$ cat src/rtl/adder_share_pkg.sv
// Shared types and clamp limits for the time-shared 4-bit adder arbiter.
package adder_share_pkg;

    typedef enum logic [1:0] {
        IDLE = 2'd0,
        EXEC = 2'd1,
        RESP = 2'd2
    } state_t;

    localparam logic signed [3:0] SAT_MAX = 4'sd7;
    localparam logic signed [3:0] SAT_MIN = -4'sd8;

endpackage

$ cat src/rtl/signed_adder_4bit.sv
// 4-bit two's-complement ripple adder exposing carry into and out of the sign bit.
// Latency: purely combinational.
// Backpressure: none, the caller holds operands as long as it needs the result.
module signed_adder_4bit (
    input  logic [3:0] a,
    input  logic [3:0] b,
    input  logic       cin,
    output logic [3:0] sum,
    output logic       c3,
    output logic       cout
);

    always_comb begin : ripple
        logic carry;
        carry = cin;
        sum   = '0;
        c3    = 1'b0;
        for (int i = 0; i < 4; i++) begin
            if (i == 3) begin
                c3 = carry;
            end
            sum[i] = a[i] ^ b[i] ^ carry;
            carry  = (a[i] & b[i]) | (carry & (a[i] ^ b[i]));
        end
        cout = carry;
    end

endmodule

$ cat src/rtl/adder_share_arbiter.sv
// Round-robin share of one signed 4-bit adder among N_REQ requesters, one op in flight.
// Latency: grant edge -> rsp_valid one cycle later; one op per 3 cycles at full rate.
// Backpressure: rsp_ready low parks the FSM in RESP with the response held; no grants meanwhile.
module adder_share_arbiter
    import adder_share_pkg::*;
#(
    parameter int N_REQ    = 4,
    parameter int ID_W     = 2,
    parameter int SATURATE = 0
) (
    input  logic               clk,
    input  logic               rst_n,
    input  logic [N_REQ-1:0]   req,
    input  logic [4*N_REQ-1:0] a_in,
    input  logic [4*N_REQ-1:0] b_in,
    output logic [N_REQ-1:0]   gnt,
    output logic               busy,
    output logic               rsp_valid,
    input  logic               rsp_ready,
    output logic [ID_W-1:0]    rsp_id,
    output logic [3:0]         rsp_sum,
    output logic               rsp_ovf
);

    state_t          state;
    logic [ID_W-1:0] rr_ptr;
    logic [ID_W-1:0] op_id;
    logic [ID_W-1:0] win;
    logic [3:0]      op_a;
    logic [3:0]      op_b;
    logic [3:0]      sel_a;
    logic [3:0]      sel_b;
    logic [3:0]      add_sum;
    logic [3:0]      res_sum;
    logic            add_c3;
    logic            add_cout;
    logic            add_ovf;

    // Lowest requester at or above ptr wins; otherwise the lowest one overall (wrap).
    function automatic logic [ID_W-1:0] rr_pick(input logic [N_REQ-1:0] r,
                                                input logic [ID_W-1:0]  ptr);
        logic [ID_W-1:0] w;
        w = '0;
        for (int i = N_REQ - 1; i >= 0; i--) begin
            if (r[i]) begin
                w = ID_W'(i);
            end
        end
        for (int i = N_REQ - 1; i >= 0; i--) begin
            if (r[i] && (i >= int'(ptr))) begin
                w = ID_W'(i);
            end
        end
        return w;
    endfunction

    always_comb begin
        win   = rr_pick(req, rr_ptr);
        gnt   = '0;
        sel_a = '0;
        sel_b = '0;
        for (int i = 0; i < N_REQ; i++) begin
            if (win == ID_W'(i)) begin
                sel_a = a_in[4*i +: 4];
                sel_b = b_in[4*i +: 4];
                if (rst_n && (state == IDLE) && (|req)) begin
                    gnt[i] = 1'b1;
                end
            end
        end
    end

    signed_adder_4bit u_adder (
        .a    (op_a),
        .b    (op_b),
        .cin  (1'b0),
        .sum  (add_sum),
        .c3   (add_c3),
        .cout (add_cout)
    );

    assign add_ovf = add_c3 ^ add_cout;
    // Overflow only happens with equal operand signs, so A's sign picks the rail.
    assign res_sum = ((SATURATE != 0) && add_ovf) ? (op_a[3] ? SAT_MIN : SAT_MAX) : add_sum;
    assign busy    = (state != IDLE);

    always_ff @(posedge clk or negedge rst_n) begin
        if (!rst_n) begin
            state     <= IDLE;
            rr_ptr    <= '0;
            op_a      <= '0;
            op_b      <= '0;
            op_id     <= '0;
            rsp_valid <= 1'b0;
            rsp_id    <= '0;
            rsp_sum   <= '0;
            rsp_ovf   <= 1'b0;
        end else begin
            case (state)
                IDLE: begin
                    if (|req) begin
                        op_a   <= sel_a;
                        op_b   <= sel_b;
                        op_id  <= win;
                        rr_ptr <= (win == ID_W'(N_REQ - 1)) ? '0 : win + ID_W'(1);
                        state  <= EXEC;
                    end
                end
                EXEC: begin
                    rsp_sum   <= res_sum;
                    rsp_ovf   <= add_ovf;
                    rsp_id    <= op_id;
                    rsp_valid <= 1'b1;
                    state     <= RESP;
                end
                RESP: begin
                    if (rsp_ready) begin
                        rsp_valid <= 1'b0;
                        state     <= IDLE;
                    end
                end
                default: state <= IDLE;
            endcase
        end
    end

endmodule

$ cat config.mk
export PLATFORM = sky130hd
export DESIGN_NAME = adder_share_arbiter
export DESIGN_NICKNAME = d
export VERILOG_FILES = /design/src/rtl/adder_share_pkg.sv /design/src/rtl/signed_adder_4bit.sv /design/src/rtl/adder_share_arbiter.sv
export SDC_FILE = /design/constraint.sdc
export NUM_CORES = 1
export LEC_CHECK = 0
export ABC_AREA = 1
export CORE_MARGIN = 2
export CORE_UTILIZATION = 44
export CTS_CLUSTER_DIAMETER = 200
export DETAILED_ROUTE_END_ITERATION = 8
export GPL_ROUTABILITY_DRIVEN = 0
export PLACE_DENSITY_LB_ADDON = 0.15
export SKIP_CTS_REPAIR_TIMING = 1
export SLEW_MARGIN = 5
export SYNTH_ARGS = -nofsm -noshare
export SYNTH_HDL_FRONTEND = slang
export SYNTH_SLANG_ARGS = --single-unit
$ cat constraint.sdc
create_clock -name clk -period 2.8 [get_ports clk]
set_clock_uncertainty 0.15 [all_clocks]
set_input_delay 0.42 -clock clk [delete_from_list [all_inputs] [get_ports clk]]
set_output_delay 0.42 -clock clk [all_outputs]
set_load 0.02 [all_outputs]
# After elaboration in Yosys (flattened, before gate mapping)
# Index checks and enable logic that the tools add are counted.
totals:
  reg_bits: 22
  elab_cells: 77
classes:
  eq_ne: 7
  n_reduce_logical: 13
  bitwise: 18
  mux: 26
  n_lt_le_gt_ge: 3
  addsub: 1
op_table:
  columns: ["cell", "n"]
  rows:
  - ["4-bit two-way mux", 8]
  - ["2-bit two-way mux", 10]
  - ["1-bit XOR", 8]
  - ["1-bit AND", 7]
  - ["2-bit == test (second input constant)", 3]
  - ["1-bit two-way mux", 6]
  - ["2-bit one-hot mux with 3 select lines", 1]
  - ["2-bit AND reduction", 3]
  - ["1-bit logical AND", 5]
  - ["2-bit by 1-bit == test with 1-bit output (second input constant)", 2]
  - ["1-bit by 2-bit greater-or-equal comparator with 1-bit output (first input constant)", 2]
  - ["2-bit logical NOT", 2]
  - ["2-bit nonzero test", 2]
  - ["4-bit OR reduction", 1]
  - ["1-bit OR", 3]
  - ["2-bit by 1-bit adder with 2-bit output (second input constant)", 1]
  - ["2-bit greater-or-equal comparator (first input constant)", 1]
  - ["2-bit by 1-bit != test with 1-bit output (second input constant)", 1]
  - ["2-bit != test (second input constant)", 1]
  - ["1-bit one-hot mux with 2 select lines", 1]

# Longest topological paths before layout
# Gate-level depths: netlist (run 1).
depth:
  ltp_word: 12
  mapped_depth: 16

# Hierarchy
# From an unflattened synthesis (run 1), not the netlist that was laid out.
unflattened:
  hier_cells: 210
  hier_area_um2: 1455.1
modules_own_cells:
  columns: ["module", "area_per_inst_um2", "n_inst", "cells_each", "seq_area_each_um2"]
  rows:
  - ["adder_share_arbiter", 1345.0, 1, 198, 550.5]
  - ["signed_adder_4bit", 110.1, 1, 12, 0.0]

# Least setup slack after synthesis (run 1)
# No wires, ideal clock.
synth_timing:
  path_type: "register -> register"
  start: "register op_a[0]"
  end: "register rsp_ovf"
  required_ns: 2.528
  slack_ns: 0.585
  t_arrival_ns: 1.943
  setup_ns: 0.122
  path_stages_with_launch: 7
  n_path_buf: 0
  cell_sequence: "dfrtp_1 > ha_1 > fa_1 > fa_1 > fa_1 > xnor2_1 > o21ai_1"
synth_between:
  elab_chain_len: 8
synth_lines:
  columns: ["element", "line_no", "source"]
  rows:
  - ["start, declared", "adder_share_arbiter.sv:29", "logic [3:0] op_a;"]
  - ["start signal, assigned", "adder_share_arbiter.sv:102", "op_a <= sel_a;"]
  - ["1-bit AND (*) (2 in a row)", "signed_adder_4bit.sv:23", "carry = (a[i] & b[i]) | (carry & (a[i] ^ b[i]));"]
  - ["1-bit OR (*)", "signed_adder_4bit.sv:23", null]
  - ["1-bit AND (*)", "signed_adder_4bit.sv:23", null]
  - ["1-bit OR (*)", "signed_adder_4bit.sv:23", null]
  - ["1-bit AND", "signed_adder_4bit.sv:23", null]
  - ["1-bit OR", "signed_adder_4bit.sv:23", null]
  - ["1-bit XOR (*)", "adder_share_arbiter.sv:82", "assign add_ovf = add_c3 ^ add_cout;"]
  - ["end signal, assigned", "adder_share_arbiter.sv:111", "rsp_ovf <= add_ovf;"]
  - ["end, declared", "adder_share_arbiter.sv:22", "output logic rsp_ovf"]
# Every way passes the cells marked *; elsewhere a longest branch is shown, timed or not.
# A chain may end at the register's enable or synchronous reset.

# Final worst setup path (run 1)
layout_timing:
  start: "input req[1]"
  end: "output gnt[1]"
layout_between:
  elab_chain_len: 8
layout_lines:
  columns: ["element", "line_no", "source"]
  rows:
  - ["start, declared", "adder_share_arbiter.sv:13", "input logic [N_REQ-1:0] req,"]
  - ["2-bit two-way mux (2 in a row)", "adder_share_arbiter.sv:45", "if (r[i]) begin"]
  - ["2-bit two-way mux (2 in a row)", "adder_share_arbiter.sv:50", "if (r[i] && (i >= int'(ptr))) begin"]
  - ["2-bit two-way mux (*) (2 in a row)", "adder_share_arbiter.sv:50", null]
  - ["via win[0]", "adder_share_arbiter.sv:28", "logic [ID_W-1:0] win;"]
  - ["2-bit by 1-bit == test with 1-bit output (*)", "adder_share_arbiter.sv:63", "if (win == ID_W'(i)) begin"]
  - ["1-bit two-way mux (*)", "adder_share_arbiter.sv:63", null]
  - ["end, declared", "adder_share_arbiter.sv:16", "output logic [N_REQ-1:0] gnt,"]
# The timed path passes the listed nets; every way through them passes the cells marked *.

==> qor.txt, run 1 <==
fin area = 2050 sq um
CP dominant cell by count = inv_1
Slew headroom = 82.5%
ANT cells = 0
cts bufs inserted = 3
initial antenna violation count = 0
CTS Buffer Depth = 2
Top Metal Used = met4
clock period minus final worst setup slack = 2.53 ns
most frequent cells in the layout = nand2_1, clkdlybuf4s50_1, dfrtp_1, nor2_1, nand3_1
crit-path max FO = 4
die area = 3680 sq um
PortBufs = 51
HPWL Detailed = 2.35 mm
nature of the critical path endpoint = primary output
CP startpoint = req[1]
WP data required = 2.23 ns
reg2reg end = rsp_ovf$_DFFE_PN0P_
most common cell after layout, fill and taps aside = nand2_1
CTS Sinks = 22
Syn Area/Cell = 7.03 sq um
Crit Reg-Reg Startpoint = op_a[0]$_DFFE_PN0P_
R2R depth = 6
crit path to = gnt[1]
Post-Synthesis Cells = 201
Detail Route met2 WL = 1.31 mm
final setup violating endpoints = 0
clk root buf = clkbuf_4
layout cells sized above 1 = 12.3%
WP depth = 11
Worst Path Arrival = 1.96 ns
Tot GR Track Use = 18.1%
sequential area share after synthesis = 38.9%
CTS tree = done
via count = 1341
final setup margin = 0.266 ns
Crit-path slowest cell = clkdlybuf4s50_1
register bit total from synthesis = 22
routed metal-1 wire length = 1.30 mm
first-pass GRT wire length = 5.00 mm
met3 routed WL = 193 microns
routed len/inst = 9.43 microns
Remaining Overflow, GRT = 0
WHS Path Cells = 2
I/O Pins = 52
fin crit share = 90.5%
fin. max-slew vios = 0
top-area cell type share of the netlist area = 38.9%
Net Count, Synth = 248
Initial Util = 46.3%
Remaining DRCs = 0
switching part of the total power = 44.6%
Seq pwr share = 30.3%
reg-to-reg slack, setup = 0.50 ns
Comb power frac = 60.9%
Max Clk Rate = 395 MHz
Slowest Stage Delay on Critical Path = 0.50 ns
Post-DP Area = 2020 sq um
LEAKAGE = 1.11 nW
Setup CP Type = input pin to primary output
Max VDD drop = 462 uV
P&R area growth vs syn = 45.3%
Detailed Route WL = 2.87 mm
pre-CTS setup slack = -0.107 ns
CP Buf/Inv Count = 6
max_cap viols = 0
Worst-Margin Slew = 0.263 ns
largest net degree at the start of global routing = 23
H-Tree Depth = 1
DRT Pass-1 Iters = 4
distinct cell type count of the synthesized netlist = 18
die width = 60.7 microns
Die H = 60.7 microns
sequential cell area = 551 sq um
post-synth top area cell = dfrtp_1
RSZ-0062 raised after global routing = false
Hold Vio Cnt, Final = 0
Clk Latency, worst-skew pair = 0.30 ns
status = finished clean
num rows = 20
CP cell instances = clkdlybuf4s50_1, inv_1, nor2_1, inv_1, nand2_1, nand2_1, inv_1, ha_1, inv_2, nor2_1, dlymetal6s2s_1
switching power = 0.000850 W
total power = 0.00191 W
initial drt markers = 37
filler cell count = 274
Post-Synthesis Cell Area = 1410 sq um
Final ANT Viol Nets = 0
Core Region = 3050 sq um
power per standard cell area = 928 nW/um^2
Min-Delay Path Class = flop to flop
Post-layout nets = 308
Ys Warns = 0
critical path's top delay family = buffers and inverters
Multi-input gate area = 764 sq um
number of global-route vias before repair = 1222
top cells by area, synth = dfrtp_1, nand2_1, ha_1, fa_1, nand3_1
P_int = 0.00106 W
hold slack = 0.329 ns
clock share of power = 8.8%
Via density = 4.41
Worst Setup Start Kind = input pin
Clock transition at path regs = 0.11 ns
[flip-flops by register name (all words and copies together) (netlist names)]
| signal | flops |
|---|---|
| rsp_ovf | 1 |
| state | 2 |
| rsp_id | 2 |
| op_a | 4 |
| rsp_sum | 4 |
| rr_ptr | 2 |
| op_id | 2 |
| op_b | 4 |
| rsp_valid | 1 |
[layer usage]
layer  track usage [%]  up-vias
met5                 0        -
met4              9.32        0
met3              2.99        4
met2              30.0       45
met1              22.8      560
li1                  -      732
[worst min-delay path, stage by stage, from the launching register on]
cell and delay (ns):
dfrtp_1 0.36, nand2_1 0.05, nand2_1 0.04
[synthesized netlist by cell type]
library cell	number
nand2_1	97
dfrtp_1	22
nor2_1	16
nand3_1	12
inv_1	11
a21oi_1	8
nor2_2	8
ha_1	5
inv_2	5
buf_2	4
fa_1	3
o21ai_1	3
nor2_4	2
buf_4	1
buf_6	1
nand2_4	1
nor3_2	1
xnor2_1	1
[final cells by class]
cell class,count,area share [%]
Multi-Input combinational cell,157,37.2
Timing Repair Buffer,61,28.6
Sequential cell,22,26.8
Inverter,16,2.92
Tap cell,44,2.68
Clock buffer,4,1.77
[metrics by stage]
stage / utilization (%) / TNS (ns) / cells
finish: 67.3 / 0 / 304
global route: 67.3 / 0 / 304
CTS: 67.2 / -0.358 / 304
detailed placement: 66.0 / -0.282 / 300
global placement: 66.0 / -0.153 / 300
floorplan: - / 0 / 201
[worst min-delay path by stage]
| stage | from | to | slack, ns |
|---|---|---|---|
| finish | rsp_sum[2]$_DFFE_PN0P_ | rsp_sum[2]$_DFFE_PN0P_ | 0.33 |
| global route | rsp_id[0]$_DFFE_PN0P_ | rsp_id[0]$_DFFE_PN0P_ | 0.36 |
| global placement | rsp_sum[1]$_DFFE_PN0P_ | rsp_sum[1]$_DFFE_PN0P_ | 0.30 |
| detailed placement | rsp_sum[1]$_DFFE_PN0P_ | rsp_sum[1]$_DFFE_PN0P_ | 0.31 |
| floorplan | rst_n | op_a[0]$_DFFE_PN0P_ | -0.03 |
| CTS | rsp_sum[1]$_DFFE_PN0P_ | rsp_sum[1]$_DFFE_PN0P_ | 0.34 |
[logic make-up after synthesis]
family,Yosys count,synth area share [%]
AO/OA/AOI/OAI,11,3.89
buffers and inverters,22,6.99
AND/OR/NAND/NOR,137,40.9
adder cells (fa/ha/maj),8,8.67
flip-flops,22,38.9
XOR/XNOR,1,0.620
[power by group through the flow]
stage | clock (W) | sequential [W] | combinational, W
finish | 0.000169 | 0.000578 | 0.00116
global placement | 0 | 0.000579 | 0.00116
CTS | 0.000174 | 0.000580 | 0.00118
floorplan | 0 | 0.000629 | 0.000747
global route | 0.000184 | 0.000599 | 0.00133
detailed placement | 0 | 0.000586 | 0.00117
(Power assumes the default switching activity.)
==> run 2: changes to the inputs <==
--- a/config.mk
+++ b/config.mk
@@ -12,7 +12,6 @@
 export DETAILED_ROUTE_END_ITERATION = 8
 export GPL_ROUTABILITY_DRIVEN = 0
 export PLACE_DENSITY_LB_ADDON = 0.15
-export SKIP_CTS_REPAIR_TIMING = 1
 export SLEW_MARGIN = 5
 export SYNTH_ARGS = -nofsm -noshare
 export SYNTH_HDL_FRONTEND = slang
==> qor.txt, run 2 (synthesis results as in run 1) <==
Min-Delay Path Class = flop to flop
P&R area growth vs syn = 44.0%
die area = 3680 sq um
Post-layout nets = 308
Clock transition at path regs = 0.11 ns
I/O Pins = 52
cts bufs inserted = 3
Worst-Margin Slew = 0.263 ns
Core Region = 3050 sq um
ANT cells = 0
clk root buf = clkbuf_4
die width = 60.7 microns
Worst Setup Start Kind = input pin
RSZ-0062 raised after global routing = false
PortBufs = 51
max_cap viols = 0
CTS Sinks = 22
fin crit share = 90.5%
clock period minus final worst setup slack = 2.53 ns
Max VDD drop = 460 uV
nature of the critical path endpoint = primary output
Die H = 60.7 microns
Worst Path Arrival = 1.96 ns
routed len/inst = 9.39 microns
most common cell after layout, fill and taps aside = nand2_1
Tot GR Track Use = 18.1%
initial antenna violation count = 0
LEAKAGE = 1.06 nW
filler cell count = 278
biggest regs = op_a (4), op_b (4), rsp_sum (4)
Detailed Route WL = 2.86 mm
largest net degree at the start of global routing = 23
Hold Vio Cnt, Final = 0
most frequent cells in the layout = nand2_1, clkdlybuf4s50_1, dfrtp_1, nor2_1, nand3_1
final setup violating endpoints = 0
initial drt markers = 36
clock share of power = 8.9%
switching part of the total power = 44.7%
Hold Buf Count CTS = 0
layout cells sized above 1 = 13.1%
Clk Latency, worst-skew pair = 0.30 ns
HPWL Detailed = 2.35 mm
Setup CP Type = input pin to primary output
status = finished clean
CTS tree = done
total power = 0.00190 W
first-pass GRT wire length = 4.99 mm
P_int = 0.00105 W
Final ANT Viol Nets = 0
DRT Pass-1 Iters = 4
Slew headroom = 82.4%
power per standard cell area = 934 nW/um^2
Seq pwr share = 30.4%
H-Tree Depth = 1
Post-DP Area = 2020 sq um
via count = 1334
crit-path max FO = 4
CTS Buffer Depth = 2
fin area = 2040 sq um
Max Clk Rate = 395 MHz
fin. max-slew vios = 0
Comb power frac = 60.7%
Initial Util = 46.3%
Remaining DRCs = 0
switching power = 0.000849 W
Final Core Density = 66.7%
WP data required = 2.23 ns
Via density = 4.39
Remaining Overflow, GRT = 0
number of global-route vias before repair = 1220
num rows = 20
==> run 2: cell types whose count changed in the layout (fill, tap and decap cells not counted) <==
cell	before	now
clkbuf_2	1	3
dlymetal6s2s_1	3	0
dlygate4sd2_1	0	1
==> run 2: path summary, 6_finish.rpt <==
path / startpoint / slack, ns / cells after the start / to
max: req[0] / 0.27 / 9 / gnt[0]
min: rsp_sum[2]$_DFFE_PN0P_ / 0.33 / 2 / rsp_sum[2]$_DFFE_PN0P_
max reg2reg: op_a[0]$_DFFE_PN0P_ / 0.50 / 6 / rsp_ovf$_DFFE_PN0P_
min reg2reg: rsp_sum[2]$_DFFE_PN0P_ / 0.33 / 2 / rsp_sum[2]$_DFFE_PN0P_
max in group asynchronous: rst_n / 1.93 / 2 / op_b[0]$_DFFE_PN0P_
min in group asynchronous: rst_n / 0.36 / 2 / rsp_valid$_DFFE_PN0P_
==> run 2: cell type report <==
cell class / instances / area [sq um] / share of cell area (%)
multi-input cells: 157 / 764 / 37.6
repair buffers: 61 / 569 / 28.0
flip-flops and latches: 22 / 551 / 27.0
inverters: 16 / 60.1 / 2.95
well taps: 44 / 55.1 / 2.70
clock buffers: 4 / 36.3 / 1.78
==> run 2: power groups by stage <==
stage	Sequential (W)	Clock [W]	Combinational, W
after CTS	0.000580	0.000174	0.00117
after floorplan	0.000629	0	0.000747
after global routing	0.000599	0.000184	0.00133
after detailed placement	0.000586	0	0.00117
after global placement	0.000579	0	0.00116
final	0.000578	0.000169	0.00115
==> run 2: worst max-delay path, stage by stage <==
cell	delay, ns
clkdlybuf4s50_1	0.48
inv_1	0.06
nor3_2	0.13
inv_1	0.08
nand2_1	0.13
ha_1	0.20
inv_1	0.04
nor2_1	0.08
dlygate4sd2_1	0.34
==> run 2: timing repair <==
item / 4_1_cts / 5_1_grt
resized for setup: 4 / 6
hold endpoints to repair: 0 / 0
pin swaps: 0 / 0
endpoints found under the setup margin: 4 / 3
setup buffers: 0 / 0
==> run 2: metrics by stage <==
stage	TNS (ns)	hold WS (ns)	instances	worst slack [ns]
2_1_floorplan	0	-0.0256	201	0.585
3_3_place_gp	-0.153	0.302	300	-0.0665
3_5_place_dp	-0.282	0.308	300	-0.107
4_1_cts	0	0.335	304	0.153
5_1_grt	0	0.360	304	0.0400
6_report	0	0.329	304	0.266
==> run 2: layer usage <==
metal  vias to the layer above  track usage, %  share of wire [%]
met1                       555            22.8                 45
met3                         4            2.99                6.9
met2                        43            29.8                 45
met5                         -               0                  0
met4                         0            9.32                2.2
li1                        732               -                  -
==> run 3: changes to the inputs <==
--- a/config.mk
+++ b/config.mk
@@ -6,7 +6,8 @@
 export NUM_CORES = 1
 export LEC_CHECK = 0
 export ABC_AREA = 1
-export CORE_MARGIN = 2
+export CAP_MARGIN = 20
+export CORE_MARGIN = 1
 export CORE_UTILIZATION = 44
 export CTS_CLUSTER_DIAMETER = 200
 export DETAILED_ROUTE_END_ITERATION = 8
==> qor.txt, run 3 (synthesis results as in run 1) <==
status = finished clean
placed instance count = 302
final setup violating endpoints = 0
fin area = 2050 sq um
HPWL Detailed = 2.42 mm
PortBufs = 51
Worst Setup Start Kind = input pin
switching power = 0.000863 W
layout cells sized above 1 = 13.4%
Hold Vio Cnt, Final = 0
ANT cells = 0
number of global-route vias before repair = 1251
Final ANT Viol Nets = 0
clock share of power = 8.8%
clock period minus final worst setup slack = 2.60 ns
via count = 1339
Clk Latency, worst-skew pair = 0.30 ns
P&R area growth vs syn = 45.3%
Via density = 4.38
initial drt markers = 40
CTS tree = done
biggest regs = op_a (4), op_b (4), rsp_sum (4)
Tot GR Track Use = 19.1%
Detailed Route WL = 2.96 mm
LEAKAGE = 1.08 nW
postcts setup bufs = 0
Final Core Density = 67.3%
cts bufs inserted = 3
die width = 58.7 microns
RSZ-0062 raised after global routing = false
Max Clk Rate = 384 MHz
num rows = 20
fin crit share = 93.0%
routed len/inst = 9.68 microns
Post-DP Area = 2030 sq um
Min-Delay Path Class = flop to flop
crit-path max FO = 3
Remaining DRCs = 0
die area = 3440 sq um
non-filler cells, final = 306
Seq pwr share = 30.1%
Die H = 58.7 microns
switching part of the total power = 45.0%
Post-layout nets = 310
most frequent cells in the layout = nand2_1, clkdlybuf4s50_1, dfrtp_1, nor2_1
Comb power frac = 61.2%
WP data required = 2.23 ns
Slew headroom = 82.2%
I/O Pins = 52
fin. max-slew vios = 0
power per standard cell area = 934 nW/um^2
Multi-input gate area = 764 sq um
most common cell after layout, fill and taps aside = nand2_1
Hold Buf Count CTS = 0
initial antenna violation count = 0
largest net degree at the start of global routing = 23
clk root buf = clkbuf_4
max_cap viols = 0
first-pass GRT wire length = 5.11 mm
Remaining Overflow, GRT = 0
Clock transition at path regs = 0.11 ns
sequential cell area = 551 sq um
DRT Pass-1 Iters = 4
Setup CP Type = input pin to primary output
Core Region = 3050 sq um
Worst Path Arrival = 2.03 ns
Worst-Margin Slew = 0.267 ns
H-Tree Depth = 1
CTS Sinks = 22
filler cell count = 307
post_cts resized = 4
P_int = 0.00106 W
CTS Buffer Depth = 2
Max VDD drop = 450 uV
Initial Util = 46.3%
nature of the critical path endpoint = primary output
-- run 3: worst paths after layout --
kind	start	cells after the start	slack (ns)	endpoint
worst max-delay path	req[1]	10	0.20	gnt[2]
worst min-delay path	rsp_sum[1]$_DFFE_PN0P_	2	0.33	rsp_sum[1]$_DFFE_PN0P_
worst max register to register	op_a[0]$_DFFE_PN0P_	6	0.48	rsp_ovf$_DFFE_PN0P_
worst min register to register	rsp_sum[1]$_DFFE_PN0P_	2	0.33	rsp_sum[1]$_DFFE_PN0P_
max in group asynchronous	rst_n	2	1.93	rsp_sum[0]$_DFFE_PN0P_
min in group asynchronous	rst_n	2	0.36	rsp_id[1]$_DFFE_PN0P_
-- run 3: power by group through the flow --
stage / Combinational [W] / Clock, W / Sequential, W
after global routing: 0.00133 / 0.000183 / 0.000598
after floorplan: 0.000747 / 0 / 0.000629
after CTS: 0.00119 / 0.000172 / 0.000577
after detailed placement: 0.00119 / 0 / 0.000584
after global placement: 0.00116 / 0 / 0.000579
final: 0.00117 / 0.000168 / 0.000577
-- run 3: final cells by class --
class / count / share of cell area, %
clock buffers: 4 / 1.77
inverters: 16 / 2.92
multi-input cells: 157 / 37.2
flip-flops and latches: 22 / 26.8
well taps: 44 / 2.68
repair buffers: 63 / 28.6
-- run 3: per-stage QoR --
step                TNS, ns  power (W)  hold slack [ns]  setup slack, ns
detailed placement   -0.370    0.00177            0.307           -0.135
global route              0    0.00212            0.351           0.0794
CTS                       0    0.00194            0.335            0.118
floorplan                 0    0.00138          -0.0256            0.585
global placement     -0.162    0.00174            0.302          -0.0721
finish                    0    0.00192            0.328            0.197
-- run 3: per-layer routing --
layer  up-vias  track usage [%]  wire length (microns)
li1        732                -                      -
met1       569             25.3                   1390
met2        38             32.8                   1420
met3         0             2.20                    160
met4         0             6.12                      0
met5         -                0                      0
-- run 3: critical path: stages --
cell and delay, ns:
clkdlybuf4s50_1 0.44, nor2_1 0.17, nand2_1 0.07, nand3_1 0.08, nand2_1 0.10, inv_1 0.10
ha_1 0.19, inv_2 0.04, nor2_1 0.09, dlygate4sd2_1 0.33
